File: src/rtl/lea_pkg.sv
// Shared definitions for the digit-serial add/subtract block:
// the controller state encoding and the default datapath geometry.
package lea_pkg;

   localparam int DEFAULT_WIDTH = 32;
   localparam int DEFAULT_DIGIT = 8;

   typedef enum logic [1:0] {
      IDLE,
      RUN,
      DONE
   } state_t;

endpackage

File: src/rtl/lea_digit_adder.sv
// One DIGIT-bit slice of the serial adder: combinational sum plus carry-out.
module lea_digit_adder #(
   parameter int DIGIT = 8
) (
   input  logic [DIGIT-1:0] a,
   input  logic [DIGIT-1:0] b,
   input  logic             cin,
   output logic [DIGIT-1:0] sum,
   output logic             cout
);

   assign {cout, sum} = {1'b0, a} + {1'b0, b} + {{DIGIT{1'b0}}, cin};

endmodule

File: src/rtl/lea_digit_addsub.sv
// Digit-serial unsigned add/subtract: one DIGIT-bit slice per cycle, LSB first,
// with a valid/ready handshake on both the operand and the result side.
module lea_digit_addsub
   import lea_pkg::*;
#(
   parameter int WIDTH = DEFAULT_WIDTH,
   parameter int DIGIT = DEFAULT_DIGIT
) (
   input  logic             clk,
   input  logic             rst,
   input  logic             in_valid,
   output logic             in_ready,
   input  logic             op_sub,
   input  logic [WIDTH-1:0] a,
   input  logic [WIDTH-1:0] b,
   output logic             out_valid,
   input  logic             out_ready,
   output logic [WIDTH-1:0] result,
   output logic             cb_out
);

   localparam int N  = WIDTH / DIGIT;
   localparam int CW = (N > 1) ? $clog2(N) : 1;
   localparam logic [CW-1:0] LAST = CW'(N - 1);

   generate
      if (WIDTH % DIGIT != 0) begin : g_bad_geometry
         $error("lea_digit_addsub: WIDTH must be a multiple of DIGIT");
      end
   endgenerate

   state_t           state;
   logic [WIDTH-1:0] a_reg;
   logic [WIDTH-1:0] b_reg;
   logic             carry;
   logic             sub_reg;
   logic [CW-1:0]    cnt;
   logic [DIGIT-1:0] sum;
   logic             cout;
   logic [WIDTH-1:0] result_next;

   lea_digit_adder #(
      .DIGIT(DIGIT)
   ) u_adder (
      .a   (a_reg[DIGIT-1:0]),
      .b   (b_reg[DIGIT-1:0]),
      .cin (carry),
      .sum (sum),
      .cout(cout)
   );

   // Each new slice enters at the MSB end so that after N cycles the LSB slice has reached bit 0.
   generate
      if (N == 1) begin : g_single
         assign result_next = sum;
      end else begin : g_multi
         assign result_next = {sum, result[WIDTH-1:DIGIT]};
      end
   endgenerate

   // Subtraction is A + ~B + 1, so the final carry is the inverse of the borrow.
   always_ff @(posedge clk) begin
      if (rst) begin
         state     <= IDLE;
         in_ready  <= 1'b1;
         out_valid <= 1'b0;
         result    <= '0;
         cb_out    <= 1'b0;
         cnt       <= '0;
         carry     <= 1'b0;
         sub_reg   <= 1'b0;
         a_reg     <= '0;
         b_reg     <= '0;
      end else begin
         case (state)
            IDLE: begin
               if (in_valid) begin
                  a_reg    <= a;
                  b_reg    <= op_sub ? ~b : b;
                  carry    <= op_sub;
                  sub_reg  <= op_sub;
                  cnt      <= '0;
                  in_ready <= 1'b0;
                  state    <= RUN;
               end
            end
            RUN: begin
               a_reg  <= a_reg >> DIGIT;
               b_reg  <= b_reg >> DIGIT;
               carry  <= cout;
               result <= result_next;
               if (cnt == LAST) begin
                  cnt       <= '0;
                  cb_out    <= cout ^ sub_reg;
                  out_valid <= 1'b1;
                  state     <= DONE;
               end else begin
                  cnt <= cnt + 1'b1;
               end
            end
            DONE: begin
               if (out_ready) begin
                  out_valid <= 1'b0;
                  in_ready  <= 1'b1;
                  state     <= IDLE;
               end
            end
            default: state <= IDLE;
         endcase
      end
   end

endmodule

File: config.mk
export PLATFORM = sky130hd
export DESIGN_NAME = lea_digit_addsub
export DESIGN_NICKNAME = d
export VERILOG_FILES = /design/src/rtl/lea_pkg.sv /design/src/rtl/lea_digit_adder.sv /design/src/rtl/lea_digit_addsub.sv
export SDC_FILE = /design/constraint.sdc
export NUM_CORES = 1
export LEC_CHECK = 0
export BUFFER_PORTS_ARGS = -buffer_cell sky130_fd_sc_hd__buf_2
export CELL_PAD_IN_SITES_DETAIL_PLACEMENT = 1
export CELL_PAD_IN_SITES_GLOBAL_PLACEMENT = 1
export CORE_MARGIN = 2
export CORE_UTILIZATION = 35
export CTS_CLUSTER_SIZE = 24
export DETAILED_ROUTE_END_ITERATION = 8
export GPL_ROUTABILITY_DRIVEN = 0
export PLACE_DENSITY_LB_ADDON = 0.08
export SKIP_LAST_GASP = 1
export SLEW_MARGIN = 40
export SYNTH_ARGS = -nofsm -noshare
export SYNTH_HDL_FRONTEND = slang
export SYNTH_HIERARCHICAL = 1
export SYNTH_SLANG_ARGS = --single-unit
File: constraint.sdc
create_clock -name clk -period 2.48 [get_ports clk]
set_clock_uncertainty 0.2 [all_clocks]
set_input_delay 0.248 -clock clk [delete_from_list [all_inputs] [get_ports clk]]
set_output_delay 0.248 -clock clk [all_outputs]
set_load 0.03 [all_outputs]
; After elaboration in Yosys (flattened, before gate mapping)
; Cells that the tools add are included.
[totals]
register_bits = 105
input_bits = 69
output_inout_bits = 35
[op_classes]
bitwise_logic = 2
n_eq_ne = 6
muxes = 20
n_addsub = 3
reduce_logical = 10
[op_table]
columns = operator, count
row1 = 32-bit one-hot mux with 2 select lines, 2
row2 = 32-bit two-way mux, 3
row3 = 32-bit inverter, 1
row4 = 2-bit two-way mux, 5
row5 = 8-bit by 8-bit adder with 9-bit output, 1
row6 = 9-bit by 1-bit adder with 9-bit output, 1
row7 = 3-bit AND reduction, 3
row8 = "2-bit != test, second input constant", 3
row9 = 1-bit one-hot mux with 2 select lines, 3
row10 = 2-bit one-hot mux with 3 select lines, 1
row11 = 2-bit AND reduction, 3
row12 = 2-bit nonzero test, 3
row13 = 1-bit two-way mux, 5
row14 = "2-bit == test, second input constant", 2
row15 = 2-bit one-hot mux with 2 select lines, 1
row16 = "2-bit by 1-bit adder with 2-bit output, second input constant", 1
row17 = "2-bit by 1-bit == test with 1-bit output, second input constant", 1
row18 = 2-bit zero test, 1
row19 = 1-bit XOR, 1

; Depth between registers and ports, before layout
[depth]
ltp_word = 4
depth_mapped = 7
mapped_depth_nobuf = 7

; Cells and area by module
; Netlist, hierarchy kept.
[modules_own_cells]
columns = module, cells_each, area_each_um2, seq_area_each_um2, n_inst
row1 = lea_digit_addsub, 467, 4352.9, 2102.0, 1
row2 = lea_digit_adder, 40, 331.6, 0.0, 1

; Worst setup path before layout
; OpenSTA, ideal clock, no wires.
[synth_path]
kind = reg-to-reg
from = register a_reg[0]
to = register cb_out
setup_time_ns = 0.091
slack_ns = 0.213
required_ns = 2.189
path_stages_with_launch = 8
t_arrival_ns = 1.976
cell_sequence = dfxtp_1 fa_1 fa_1 a21oi_1 o21a_1 o21ai_0 xnor2_1 a311oi_1
[synth_between]
elab_chain_cells = 3
[synth_lines]
columns = item, line_no
row1 = start: declaration, lea_digit_addsub.sv:33  ; logic [WIDTH-1:0] a_reg;
row2 = start signal: assignment, lea_digit_addsub.sv:88  ; a_reg <= a_reg >> DIGIT;
row3 = 8-bit by 8-bit adder with 9-bit output, lea_digit_adder.sv:12  ; assign {cout, sum} = {1'b0, a} + {1'b0, b} + {{DIGIT{1'b0}}, cin};
row4 = 9-bit by 1-bit adder with 9-bit output, lea_digit_adder.sv:12
row5 = named net cout, lea_digit_addsub.sv:39  ; logic cout;
row6 = 1-bit XOR, lea_digit_addsub.sv:94  ; cb_out <= cout ^ sub_reg;
row7 = end signal: assignment, lea_digit_addsub.sv:94
row8 = end: declaration, lea_digit_addsub.sv:19  ; output logic cb_out
; The timed path passes the listed nets, and every way through them passes these cells.
; A chain may end at the register's enable or synchronous reset.

; Final worst setup path
; Ends and elaborated chain as after synthesis.

==> impl_metrics.json <==
{
  "status": "finished clean",
  "dpl-instance-area_um2": 5300,
  "tritoncts": "done",
  "power.density_nw_per_um2": 673,
  "fp.dieH_um": 120,
  "reg2reg_depth": 7,
  "clkLatencyLatePin_ns": 0.35,
  "required_ns": 2.54,
  "areaGrowthSynthToFinish_pct": 20.6,
  "grt_max_degree": 57,
  "dp_hpwl_um": 8750,
  "syn_nets": 586,
  "coreArea_um2": 13100,
  "gr-usage-all-layers": 0.177,
  "yosys.area.top_type_share": 0.449,
  "hold_violations": 0,
  "drv_cap": 0,
  "drv_slew": 0,
  "synth-seq-cells": 105,
  "drcViolationCount": 0,
  "ant_nets": 0,
  "die-area_um2": 14300,
  "cts_buffers": 9,
  "die-width_um": 120,
  "placedCellCount": 756,
  "synth_edf_count": 0,
  "critPathKind": "flip-flop to flip-flop",
  "ys_warn_count": 6,
  "peakVddDrop_mv": 0.265,
  "wl_per_cell_um": 15.6,
  "syn-instance-count": 507,
  "p_leak_nw": 2.34,
  "io_buffers": 103,
  "synth.avg_cell_area_um2": 9.24,
  "setup_tns_ns": 0,
  "max_slew_margin": 0.465,
  "pre_cts_ws_ns": 0.00958,
  "ys_types": 42,
  "synth_area_leaders": "dfxtp_1 45%, nand2_1 5.4%, mux2i_1 5.3%",
  "postLayoutCoreUtil": 0.430,
  "yosysTopAreaCell": "dfxtp_1",
  "setup_slack_ns": 0.165,
  "num_rows": 42,
  "fin_nets": 678,
  "yosysSeqAreaShare": 0.449,
  "antenna_found_initial": 0,
  "p_total_mw": 3.80,
  "end_kind": "flip-flop",
  "hp-class": "primary input to flip-flop",
  "syn_area_um2": 4680,
  "num_vias": 3940,
  "final_cells": 780,
  "cts_setup_buffers": 0,
  "stdcell_area_um2": 5650,
  "clk_pin_slew_ns": 0.07,
  "synthFlopType": "dfxtp_1",
  "drt-initial-drc-count": 202,
  "hold_depth": 4,
  "wl_um": 12200,
  "grt_overflow_total": 0,
  "setup_viol": 0,
  "grt_pass1_vias": 4011,
  "first_pass_iters": 4,
  "holdWs_ns": 0.0254,
  "start_util": 0.357,
  "cp-start-kind": "flip-flop",
  "diodes": 0,
  "crit_fanout": 2,
  "vias_per_cell": 5.05,
  "arrival_ns": 2.38,
  "ctsLongestPathBuffers": 2,
  "worst_slew_pin_slew_ns": 0.802,
  "fin_crit_sh": 0.933,
  "io_pins": 104,
  "period_minus_slack_ns": 2.31,
  "htreeDepth": 3,
  "fmax_ghz": 0.432,
  "cts.sink_count": 105,
  "async_flop_share": 0,
  "drive_above_1_share": 0.237,
  "rsz0062_at_grt": "no",
  "clock-root-buffer": "clkbuf_16",
  "grt_first_pass_wirelength_um": 20200
}
worst max-delay path: stages, from the launching register on:
cell      delay (ns)
dfxtp_1         0.33
fa_1            0.47
fa_2            0.39
a21oi_2         0.18
o21a_1          0.17
o21ai_1         0.12
xnor2_1         0.14
a311oi_1        0.24
final cells by class:
type / count / area (um2)
Fill cell: 1558 / 7490
Multi-Input combinational cell: 356 / 2360
Sequential cell: 105 / 2100
Timing Repair Buffer: 122 / 681
Clock buffer: 10 / 229
Tap cell: 176 / 220
Clock inverter: 6 / 33.8
Inverter: 5 / 18.8
cells in the final DEF (no fill, tap or decap), types with 12 or more instances in the layout:
| cell | instances |
|---|---|
| a211oi_1 | 24 |
| a21oi_1 | 42 |
| a221o_1 | 24 |
| a22oi_1 | 18 |
| buf_2 | 102 |
| buf_4 | 12 |
| dfxtp_1 | 104 |
| mux2i_1 | 25 |
| nand2_1 | 68 |
| nor2_1 | 55 |
| nor3b_1 | 18 |
| xor2_1 | 26 |
kinds of logic (layout without fill, tap and decap cells):
logic type | Yosys count | count (layout) | share of synthesized area
AND/OR/NAND/NOR | 158 | 158 | 0.155
AO/OA/AOI/OAI | 126 | 126 | 0.195
flip-flops | 105 | 105 | 0.449
buffers and inverters | 46 | 143 | 0.0489
XOR/XNOR | 37 | 37 | 0.0692
multiplexers | 25 | 25 | 0.0534
adder cells (fa/ha/maj) | 10 | 10 | 0.0299
where the power goes:
part	switching (mW)	internal [mW]	total, mW	leakage, nW
clock	0.630	0.677	1.31	0.136
combinational	0.353	0.267	0.620	1.34
sequential	0.0781	1.80	1.87	0.861
total	1.06	2.74	3.80	2.34
final timing paths:
path	from	end	slack [ns]
worst min-delay path	out_ready	out_valid	0.03
worst max-delay path	a_reg[0]	cb_out	0.17
worst max register to register	a_reg[0]	cb_out	0.17
worst min register to register	result[2]	result[2]	0.25
per-layer routing:
metal / vias up / GRT usage / share of wire / wire length, um
met5: - / 0 / 0 / 0
met4: 0 / 0.0779 / 0.026 / 321
met3: 18 / 0.0290 / 0.030 / 370
met2: 72 / 0.298 / 0.48 / 5820
met1: 1864 / 0.224 / 0.47 / 5690
li1: 1986 / - / - / -
synth_stat cells, types with 2 or more instances:
cell	count
a21o_1	2
ha_1	8
nor2_2	2
inv_1	4
buf_2	21
nand2b_1	3
a21oi_1	43
buf_4	6
o221a_2	2
nor3b_1	18
mux2i_1	25
nand3_1	2
clkbuf_1	11
a211oi_1	24
fa_1	2
a22oi_1	18
xor2_1	26
o21ai_0	3
nand2_1	68
buf_1	2
nor2b_1	3
dfxtp_1	105
nor2_1	55
o21bai_1	2
xnor2_1	11
a311o_1	2
a221o_1	24
timing repair:
action | in CTS | in global routing
resized for setup | 0 | 3
hold buffers | 8 | 0
hold endpoints to repair | 8 | 0
setup endpoints to repair | 0 | 2
(Power assumes the default switching activity.)
